### config.mk
export PLATFORM = sky130hd
export DESIGN_NAME = debug_trace_unit
export DESIGN_NICKNAME = d
export VERILOG_FILES = /design/src/rtl/debug_trace_pkg.sv /design/src/rtl/debug_trace_fifo.sv /design/src/rtl/debug_trace_unit.sv
export SDC_FILE = /design/constraint.sdc
export NUM_CORES = 2
export LEC_CHECK = 0
export BUFFER_PORTS_ARGS = -buffer_cell sky130_fd_sc_hd__buf_2
export CAP_MARGIN = 30
export CELL_PAD_IN_SITES_DETAIL_PLACEMENT = 0
export CELL_PAD_IN_SITES_GLOBAL_PLACEMENT = 2
export CORE_MARGIN = 3
export CORE_UTILIZATION = 34
export DETAILED_ROUTE_END_ITERATION = 8
export PLACE_DENSITY = 0.86
export SYNTH_ARGS = -nofsm -noshare
export SYNTH_HDL_FRONTEND = slang
export SYNTH_SLANG_ARGS = --single-unit
export TNS_END_PERCENT = 30
### constraint.sdc
create_clock -name clk -period 3.62 [get_ports clk]
set_input_delay 0.543 -clock clk [delete_from_list [all_inputs] [get_ports clk]]
set_output_delay 0.543 -clock clk [all_outputs]
set_load 0.1 [all_outputs]
### src/rtl/debug_trace_pkg.sv
// Shared definitions for the debug trace unit.
// Holds the configuration register offsets, the CTRL register field layout
// and the trace packet id encoding.
package debug_trace_pkg;

  // Register offsets relative to CFG_BASE. Per-trigger registers repeat every
  // REGS_PER_TRIG numbers, starting at REG_CTRL for trigger 0.
  localparam int REG_GLOBAL    = 0;
  localparam int REG_CTRL      = 1;
  localparam int REG_LO        = 2;
  localparam int REG_HI        = 3;
  localparam int REGS_PER_TRIG = 3;

  // DCP command marker
  localparam int CMD_BIT = 31;

  // GLOBAL register bits
  localparam int GLB_EN_BIT      = 0;
  localparam int GLB_CLR_OVF_BIT = 1;

  // CTRL register fields
  localparam int CTRL_EN_BIT   = 0;
  localparam int CTRL_RD_BIT   = 1;
  localparam int CTRL_WR_BIT   = 2;
  localparam int CTRL_INCL_BIT = 3;
  localparam int CTRL_CH_LSB   = 4;
  localparam int CTRL_CH_W     = 3;
  localparam int CTRL_THR_LSB  = 8;
  localparam int CTRL_THR_W    = 8;

  // Requester select value that routes events to the SPI side
  localparam logic [1:0] SEL_SPI = 2'b11;

  typedef struct packed {
    logic [CTRL_THR_W-1:0] thr;
    logic [CTRL_CH_W-1:0]  ch;
    logic                  incl;
    logic                  wr;
    logic                  rd;
    logic                  en;
  } ctrl_t;

  typedef struct packed {
    logic [3:0] trig;
    logic [3:0] ch;
  } tp_id_t;

  function automatic tp_id_t make_tp_id(input logic [3:0] trig, input logic [3:0] ch);
    tp_id_t id;
    id.trig = trig;
    id.ch   = ch;
    return id;
  endfunction

endpackage

### src/rtl/debug_trace_fifo.sv
// Synchronous trace FIFO with registered head outputs.
// Ports:
//   clk, MRST        clock, asynchronous active-low reset (clears contents)
//   push, push_data  write request and data (ignored when full unless popping)
//   pop              read request (ignored when empty)
//   full, empty      occupancy flags
//   head_data        registered oldest entry, zero when empty
module debug_trace_fifo #(
  parameter int WIDTH = 40,
  parameter int DEPTH = 8
) (
  input  logic             clk,
  input  logic             MRST,
  input  logic             push,
  input  logic [WIDTH-1:0] push_data,
  input  logic             pop,
  output logic             full,
  output logic             empty,
  output logic [WIDTH-1:0] head_data
);

  localparam int PW = $clog2(DEPTH);
  localparam int CW = PW + 1;

  logic [WIDTH-1:0] mem_q [DEPTH];
  logic [WIDTH-1:0] mem_d [DEPTH];
  logic [PW-1:0]    wr_ptr_q, wr_ptr_d;
  logic [PW-1:0]    rd_ptr_q, rd_ptr_d;
  logic [PW-1:0]    rd_nxt;
  logic [CW-1:0]    count_q, count_d;
  logic [WIDTH-1:0] head_q, head_d;
  logic             do_push, do_pop;

  assign full      = (count_q == CW'(DEPTH));
  assign empty     = (count_q == '0);
  assign head_data = head_q;

  // A push into a full FIFO is accepted when the same cycle frees a slot.
  assign do_pop  = pop & ~empty;
  assign do_push = push & (~full | do_pop);
  assign rd_nxt  = rd_ptr_q + 1'b1;

  always_comb begin
    mem_d    = mem_q;
    wr_ptr_d = wr_ptr_q;
    rd_ptr_d = rd_ptr_q;
    count_d  = count_q;
    head_d   = head_q;

    if (do_push) begin
      mem_d[wr_ptr_q] = push_data;
      wr_ptr_d        = wr_ptr_q + 1'b1;
    end
    if (do_pop) begin
      rd_ptr_d = rd_nxt;
    end

    if (do_push && !do_pop) begin
      count_d = count_q + 1'b1;
    end else if (!do_push && do_pop) begin
      count_d = count_q - 1'b1;
    end

    // Head register tracks what mem[rd_ptr] will hold after this cycle, so a
    // push into an empty FIFO is visible on the very next cycle.
    if (count_d == '0) begin
      head_d = '0;
    end else if (do_pop) begin
      head_d = (count_q == CW'(1)) ? push_data : mem_q[rd_nxt];
    end else if (count_q == '0) begin
      head_d = push_data;
    end
  end

  always_ff @(posedge clk or negedge MRST) begin
    if (!MRST) begin
      for (int i = 0; i < DEPTH; i++) begin
        mem_q[i] <= '0;
      end
      wr_ptr_q <= '0;
      rd_ptr_q <= '0;
      count_q  <= '0;
      head_q   <= '0;
    end else begin
      mem_q    <= mem_d;
      wr_ptr_q <= wr_ptr_d;
      rd_ptr_q <= rd_ptr_d;
      count_q  <= count_d;
      head_q   <= head_d;
    end
  end

endmodule

### src/rtl/debug_trace_unit.sv
// Memory-access trigger and trace unit for the DLX SoC debug path.
// Snoops NCH core data ports, evaluates NTRIG address-window triggers with
// hit-count thresholds and queues trace packets for the debug wrapper.
// Ports:
//   clk, MRST                 clock, asynchronous active-low reset
//   ch_addr/ch_din/ch_dout    per-channel address, read data, write data
//   ch_rd/ch_wr               per-channel read/write strobes
//   DCP, Sel                  debug command word and requester select
//   tp_data/tp_id/tp_valid    trace FIFO head, tp_ready pops it
//   EV                        one-cycle event code (trigger index + 1)
//   ovf                       sticky packet-drop flag
module debug_trace_unit
  import debug_trace_pkg::*;
#(
  parameter int NCH        = 4,
  parameter int AW         = 32,
  parameter int DW         = 32,
  parameter int NTRIG      = 2,
  parameter int FIFO_DEPTH = 8,
  parameter int CFG_BASE   = 48
) (
  input  logic              clk,
  input  logic              MRST,
  input  logic [NCH*AW-1:0] ch_addr,
  input  logic [NCH*DW-1:0] ch_din,
  input  logic [NCH*DW-1:0] ch_dout,
  input  logic [NCH-1:0]    ch_rd,
  input  logic [NCH-1:0]    ch_wr,
  input  logic [31:0]       DCP,
  input  logic [1:0]        Sel,
  output logic [DW-1:0]     tp_data,
  output logic [7:0]        tp_id,
  output logic              tp_valid,
  input  logic              tp_ready,
  output logic [7:0]        EV,
  output logic              ovf
);

  localparam logic [7:0] RN_GLOBAL = 8'(CFG_BASE + REG_GLOBAL);

  // Command/data handshake on DCP
  logic       tag_q, tag_d;
  logic [7:0] regno_q, regno_d;
  logic [1:0] sel_q, sel_d;
  logic       cfg_wr;

  logic       glb_en_q, glb_en_d;
  logic       ovf_q, ovf_d;
  logic [7:0] ev_q, ev_d;
  logic       clr_ovf;

  logic [NTRIG-1:0]         req;
  logic [NTRIG-1:0][DW-1:0] s1_data_all;
  logic [NTRIG-1:0][2:0]    s1_ch_all;

  logic          found, drop;
  logic [3:0]    win_id;
  logic [DW-1:0] win_data;
  logic [2:0]    win_ch;

  logic          fifo_full, fifo_empty, fifo_push, fifo_pop;
  logic [DW+7:0] fifo_din, fifo_head;

  // A command in the data cycle re-arms the tag instead of writing.
  assign cfg_wr = tag_q & ~DCP[CMD_BIT];

  always_comb begin
    tag_d   = DCP[CMD_BIT];
    regno_d = DCP[CMD_BIT] ? DCP[7:0] : regno_q;
    sel_d   = DCP[CMD_BIT] ? Sel : sel_q;
  end

  for (genvar t = 0; t < NTRIG; t++) begin : g_trig
    localparam logic [7:0] RN_CTRL = 8'(CFG_BASE + REG_CTRL + REGS_PER_TRIG*t);
    localparam logic [7:0] RN_LO   = 8'(CFG_BASE + REG_LO + REGS_PER_TRIG*t);
    localparam logic [7:0] RN_HI   = 8'(CFG_BASE + REG_HI + REGS_PER_TRIG*t);

    ctrl_t         ctrl_q, ctrl_d;
    logic [AW-1:0] lo_q, lo_d, hi_q, hi_d;
    logic [7:0]    cnt_q, cnt_d;
    logic          s1_hit_q, s1_hit_d;
    logic [DW-1:0] s1_data_q, s1_data_d;
    logic [2:0]    s1_ch_q, s1_ch_d;
    logic          wr_ctrl, wr_lo, wr_hi;
    logic [AW-1:0] m_addr;
    logic [DW-1:0] m_din, m_dout;
    logic          m_rd, m_wr, in_win, req_t;

    assign wr_ctrl = cfg_wr && (regno_q == RN_CTRL);
    assign wr_lo   = cfg_wr && (regno_q == RN_LO);
    assign wr_hi   = cfg_wr && (regno_q == RN_HI);

    always_comb begin
      ctrl_d = ctrl_q;
      lo_d   = lo_q;
      hi_d   = hi_q;
      if (wr_ctrl) begin
        ctrl_d.en   = DCP[CTRL_EN_BIT];
        ctrl_d.rd   = DCP[CTRL_RD_BIT];
        ctrl_d.wr   = DCP[CTRL_WR_BIT];
        ctrl_d.incl = DCP[CTRL_INCL_BIT];
        ctrl_d.ch   = DCP[CTRL_CH_LSB +: CTRL_CH_W];
        ctrl_d.thr  = DCP[CTRL_THR_LSB +: CTRL_THR_W];
      end
      if (wr_lo) lo_d = AW'(DCP);
      if (wr_hi) hi_d = AW'(DCP);
    end

    // Channel mux; a channel field >= NCH selects nothing and never matches.
    always_comb begin
      m_addr = '0;
      m_din  = '0;
      m_dout = '0;
      m_rd   = 1'b0;
      m_wr   = 1'b0;
      for (int i = 0; i < NCH; i++) begin
        if (ctrl_q.ch == 3'(i)) begin
          m_addr = ch_addr[i*AW +: AW];
          m_din  = ch_din[i*DW +: DW];
          m_dout = ch_dout[i*DW +: DW];
          m_rd   = ch_rd[i];
          m_wr   = ch_wr[i];
        end
      end
    end

    always_comb begin
      if (ctrl_q.incl) begin
        in_win = (m_addr >= lo_q) && (m_addr <= hi_q);
      end else begin
        in_win = (m_addr > lo_q) && (m_addr < hi_q);
      end
      s1_hit_d  = glb_en_q & ctrl_q.en & in_win &
                  ((m_rd & ctrl_q.rd) | (m_wr & ctrl_q.wr));
      // Read data wins when both strobes are active.
      s1_data_d = m_rd ? m_din : m_dout;
      s1_ch_d   = ctrl_q.ch;
    end

    // Threshold 0 and 1 both push on every hit.
    always_comb begin
      cnt_d = cnt_q;
      req_t = 1'b0;
      if (s1_hit_q) begin
        if (({1'b0, cnt_q} + 9'd1) >= {1'b0, ctrl_q.thr}) begin
          req_t = 1'b1;
          cnt_d = '0;
        end else begin
          cnt_d = cnt_q + 8'd1;
        end
      end
      if (wr_ctrl) cnt_d = '0;
    end

    always_ff @(posedge clk or negedge MRST) begin
      if (!MRST) begin
        ctrl_q    <= '0;
        lo_q      <= '0;
        hi_q      <= '0;
        cnt_q     <= '0;
        s1_hit_q  <= 1'b0;
        s1_data_q <= '0;
        s1_ch_q   <= '0;
      end else begin
        ctrl_q    <= ctrl_d;
        lo_q      <= lo_d;
        hi_q      <= hi_d;
        cnt_q     <= cnt_d;
        s1_hit_q  <= s1_hit_d;
        s1_data_q <= s1_data_d;
        s1_ch_q   <= s1_ch_d;
      end
    end

    assign req[t]         = req_t;
    assign s1_data_all[t] = s1_data_q;
    assign s1_ch_all[t]   = s1_ch_q;
  end

  // Lowest-index request wins; any other request this cycle is lost.
  always_comb begin
    found    = 1'b0;
    drop     = 1'b0;
    win_id   = '0;
    win_data = '0;
    win_ch   = '0;
    for (int t = 0; t < NTRIG; t++) begin
      if (req[t]) begin
        if (!found) begin
          found    = 1'b1;
          win_id   = 4'(t);
          win_data = s1_data_all[t];
          win_ch   = s1_ch_all[t];
        end else begin
          drop = 1'b1;
        end
      end
    end
  end

  assign fifo_pop  = tp_valid & tp_ready;
  assign fifo_push = found & (~fifo_full | fifo_pop);
  assign fifo_din  = {make_tp_id(win_id, {1'b0, win_ch}), win_data};

  always_comb begin
    clr_ovf  = cfg_wr && (regno_q == RN_GLOBAL) && DCP[GLB_CLR_OVF_BIT];
    glb_en_d = glb_en_q;
    if (cfg_wr && (regno_q == RN_GLOBAL)) glb_en_d = DCP[GLB_EN_BIT];

    ovf_d = ovf_q;
    if (clr_ovf) ovf_d = 1'b0;
    if (drop || (found && fifo_full && !fifo_pop)) ovf_d = 1'b1;

    ev_d = '0;
    if (fifo_push && (sel_q == SEL_SPI)) ev_d = 8'(win_id) + 8'd1;
  end

  always_ff @(posedge clk or negedge MRST) begin
    if (!MRST) begin
      tag_q    <= 1'b0;
      regno_q  <= '0;
      sel_q    <= '0;
      glb_en_q <= 1'b0;
      ovf_q    <= 1'b0;
      ev_q     <= '0;
    end else begin
      tag_q    <= tag_d;
      regno_q  <= regno_d;
      sel_q    <= sel_d;
      glb_en_q <= glb_en_d;
      ovf_q    <= ovf_d;
      ev_q     <= ev_d;
    end
  end

  debug_trace_fifo #(
    .WIDTH (DW + 8),
    .DEPTH (FIFO_DEPTH)
  ) u_fifo (
    .clk       (clk),
    .MRST      (MRST),
    .push      (fifo_push),
    .push_data (fifo_din),
    .pop       (fifo_pop),
    .full      (fifo_full),
    .empty     (fifo_empty),
    .head_data (fifo_head)
  );

  assign tp_valid = ~fifo_empty;
  assign tp_id    = fifo_head[DW +: 8];
  assign tp_data  = fifo_head[DW-1:0];
  assign EV       = ev_q;
  assign ovf      = ovf_q;

endmodule

==> results.txt <==
Startpoint Class = register
first-pass GRT wire length = 174200 um
Num CTS Buffers = 67
area grow syn2layout = 22.61%
Post-Route WL = 115800 um
library cells used by synthesis = 68
Post-Syn Area = 34160 um^2
fin worst setup slack = -0.07918 ns
All-Layer GR Usage = 21.57%
Worst R2R Setup Slack = -0.08 ns
die outline area = 104300 um^2
most frequent cells in the layout = dfrtp_1, buf_2, nand2_1
Max Buffers Root-to-Sink = 3
WHS Path Cells = 2
Yosys Warn Count = 0
Worst Hold Path EP = sel_q[1]
drt drc = 0
Core Rows = 115
Synth Instances = 3356
fin crit share = 102.2%
most common cell after layout, fill and taps aside = dfrtp_1
Ports = 479
Fmax = 270.3 MHz
RR Startpoint = g_trig[0].cnt_q[2]
share of the yosys chip area belonging to registers = 43.59%
final hold vios = 0
drt via density = 5.381
post-place setup slack = -0.06857 ns
pwr dens = 389.7 nW/um^2
WL/cell = 22.36 um
RePlAce Congestion = 0.8700
Syn Area/Cell = 10.18 um^2
Peak VDD IR = 0.0002844 V
Die Ht = 323.0 um
Worst Path Required = 4.15 ns
TNS Setup = -1.869 ns
outcome = finished with violations
WHS = 0.1734 ns
predominant post-synthesis flop cell = dfrtp_1
XOR/XNOR share of the synthesized area = 0.4871%
Seq cells post-synth = 595
Max-Cap Viols = 0
post-synthesis adder-cell area fraction = 5.564%
vias in the first global route = 28058
final setup violation count = 44
grt total ovfl = 0
Detail Route Antenna Nets = 0
TritonCTS clock tree = built
largest family of logic cells by synthesized area = multiplexers
asr flop ratio synth = 100.0%
Fill cells = 9516
Core ar. = 98990 um^2
count of flip-flops with a built-in enable after synthesis = 0
failing checks = setup timing
static leakage = 18.58 nW
Design Area, Final = 41880 um^2
Worst Path Max Fanout = 6
worst reg-to-reg path cell count = 17
hold_sp = Sel[1]
clk root buf = clkbuf_16
Slew @ Worst Pin = 0.8291 ns
DR iter-0 viols = 1953
CP Class = register to register
clk_lat worst skew = 0.62 ns
Post-Synth Simple-Gate Area = 10.93%
max-slew headroom at the worst pin = 44.72%
Data arrival, critical path = 4.23 ns
Port Buffers = 468
post-synthesis mux area share = 18.02%
share of layout cells above drive strength 1 = 28.52%
clock period minus worst slack = 3.699 ns
post-synthesis compound-gate area fraction = 16.68%
Worst Hold Class = input pin to register
CTS Sinks = 595
H-tree level count = 3
largest net degree at the start of global routing = 74
initial antenna violation count = 11
final net count = 4416
hpwl dp = 81400 um
element type at the critical path end = register
Slew Viols, Final = 0
RSZ-0062 raised after global routing = yes
initial core utilization = 34.51%
DP Area = 39010 um^2
Die Wd = 323.0 um
reg2reg end = u_fifo.head_data[20]
Detailed Routing Iterations Pass 1 = 7
skew final = 0.02973 ns
DR vias = 27869
CTS clk-pin slew, worst paths = 0.06 ns
[synth_stat cells, types with 10 or more instances]
| cell type | instances | area, um^2 |
|---|---|---|
| a211o_1 | 35 | 306.5 |
| a211oi_1 | 48 | 360.4 |
| a21o_1 | 32 | 240.2 |
| a21oi_1 | 171 | 855.8 |
| a22oi_1 | 43 | 322.8 |
| a22oi_2 | 30 | 375.4 |
| and3_1 | 10 | 62.56 |
| buf_1 | 36 | 135.1 |
| buf_4 | 10 | 75.07 |
| clkbuf_1 | 202 | 758.2 |
| dfrtp_1 | 595 | 14890 |
| ha_1 | 151 | 1889 |
| inv_1 | 148 | 555.5 |
| mux2_2 | 96 | 1081 |
| mux2i_1 | 192 | 1922 |
| mux4_2 | 140 | 3153 |
| nand2_1 | 432 | 1622 |
| nand2b_1 | 14 | 87.58 |
| nand3_1 | 20 | 100.1 |
| nand4_1 | 26 | 162.7 |
| nor2_1 | 174 | 653.1 |
| nor2b_1 | 111 | 694.4 |
| nor3_1 | 13 | 65.06 |
| o211ai_1 | 70 | 525.5 |
| o21ai_0 | 386 | 1932 |
| o22ai_1 | 65 | 406.6 |
| xnor2_1 | 14 | 122.6 |
[critical path: stages, from the launching register on]
cell       delay [ns]
dfrtp_1          0.35
and3_4           0.19
and3_4           0.21
nand3_4          0.08
xnor2_2          0.15
ha_1             0.30
and3_4           0.16
a221o_1          0.32
buf_4            0.16
a221oi_4         0.33
buf_6            0.15
nand3_2          0.06
buf_4            0.17
o211ai_1         0.32
a2111oi_4        0.13
clkbuf_16        0.20
clkbuf_16        0.18
a22oi_2          0.17
[worst max path at each step]
stage                                  start  cells after the start                   end
after floorplan           g_trig[0].cnt_q[2]                     14   u_fifo.head_data[6]
after global placement    g_trig[0].cnt_q[2]                     13   u_fifo.head_data[3]
after detailed placement  g_trig[0].cnt_q[2]                     13   u_fifo.head_data[5]
after CTS                 g_trig[0].cnt_q[2]                     17   u_fifo.head_data[5]
after global routing      g_trig[0].cnt_q[1]                     16  u_fifo.head_data[20]
final                     g_trig[0].cnt_q[2]                     17  u_fifo.head_data[20]
[state kept, by name (all words and copies together) (netlist names), 8 cells and up]
name and cells:
u_fifo.mem_q 288, g_trig.hi_q 64, g_trig.lo_q 64, g_trig.s1_data_q 64, u_fifo.head_data 36, g_trig.ctrl_q 24, g_trig.cnt_q 16, regno_q 8
[per-stage QoR]
| stage | cells | utilization, % | total power, mW |
|---|---|---|---|
| 2_1_floorplan | 3365 | - | 8.221 |
| 3_3_place_gp | 5032 | 39.39 | 9.220 |
| 3_5_place_dp | 5033 | 39.41 | 9.234 |
| 4_1_cts | 5157 | 41.85 | 16.49 |
| 5_1_grt | 5173 | 42.29 | 17.02 |
| 6_report | 5179 | 42.31 | 16.32 |
[layer usage]
layer | up-vias | wire, um | track usage (%)
met2 | 810 | 53670 | 34.46
li1 | 13067 | - | -
met4 | 4 | 2044 | 4.578
met3 | 141 | 6848 | 4.023
met5 | - | 27 | 0
met1 | 13847 | 53190 | 30.61
[final cells by class]
type | instances | area (um^2) | share of cell area [%]
multi-input cells | 2365 | 18010 | 42.99
inverters | 149 | 559.3 | 1.335
clock inverters | 27 | 402.9 | 0.9619
flip-flops and latches | 595 | 14910 | 35.60
repair buffers | 658 | 4457 | 10.64
clock buffers | 91 | 1918 | 4.580
diodes | 7 | 17.52 | 0.04182
well taps | 1287 | 1610 | 3.845
[repair_timing]
item | in CTS | in global routing
setup buffers | 4 | 7
gates resized for setup | 8 | 77
hold buffers | 1 | 0
cloned | 1 | 9
pin swaps | 5 | 16
setup endpoints to repair | 58 | 158
hold endpoints to repair | 52 | 0
[cells by family (layout without fill, tap and decap cells)]
logic type | count (synthesis) | in the layout
compound gates | 920 | 920
xor+xnor | 19 | 19
mux | 428 | 428
fa+ha+maj | 152 | 152
simple gates | 836 | 836
buf+inv | 405 | 925
other cells | 1 | 17
flops | 595 | 595
[where the power goes]
group,internal [mW],switching [mW]
sequential,6.86,0.131
combinational,0.904,1.24
clock,4.26,2.93
total,12.0,4.30
No activity file was read; power rests on OpenSTA's default activity.
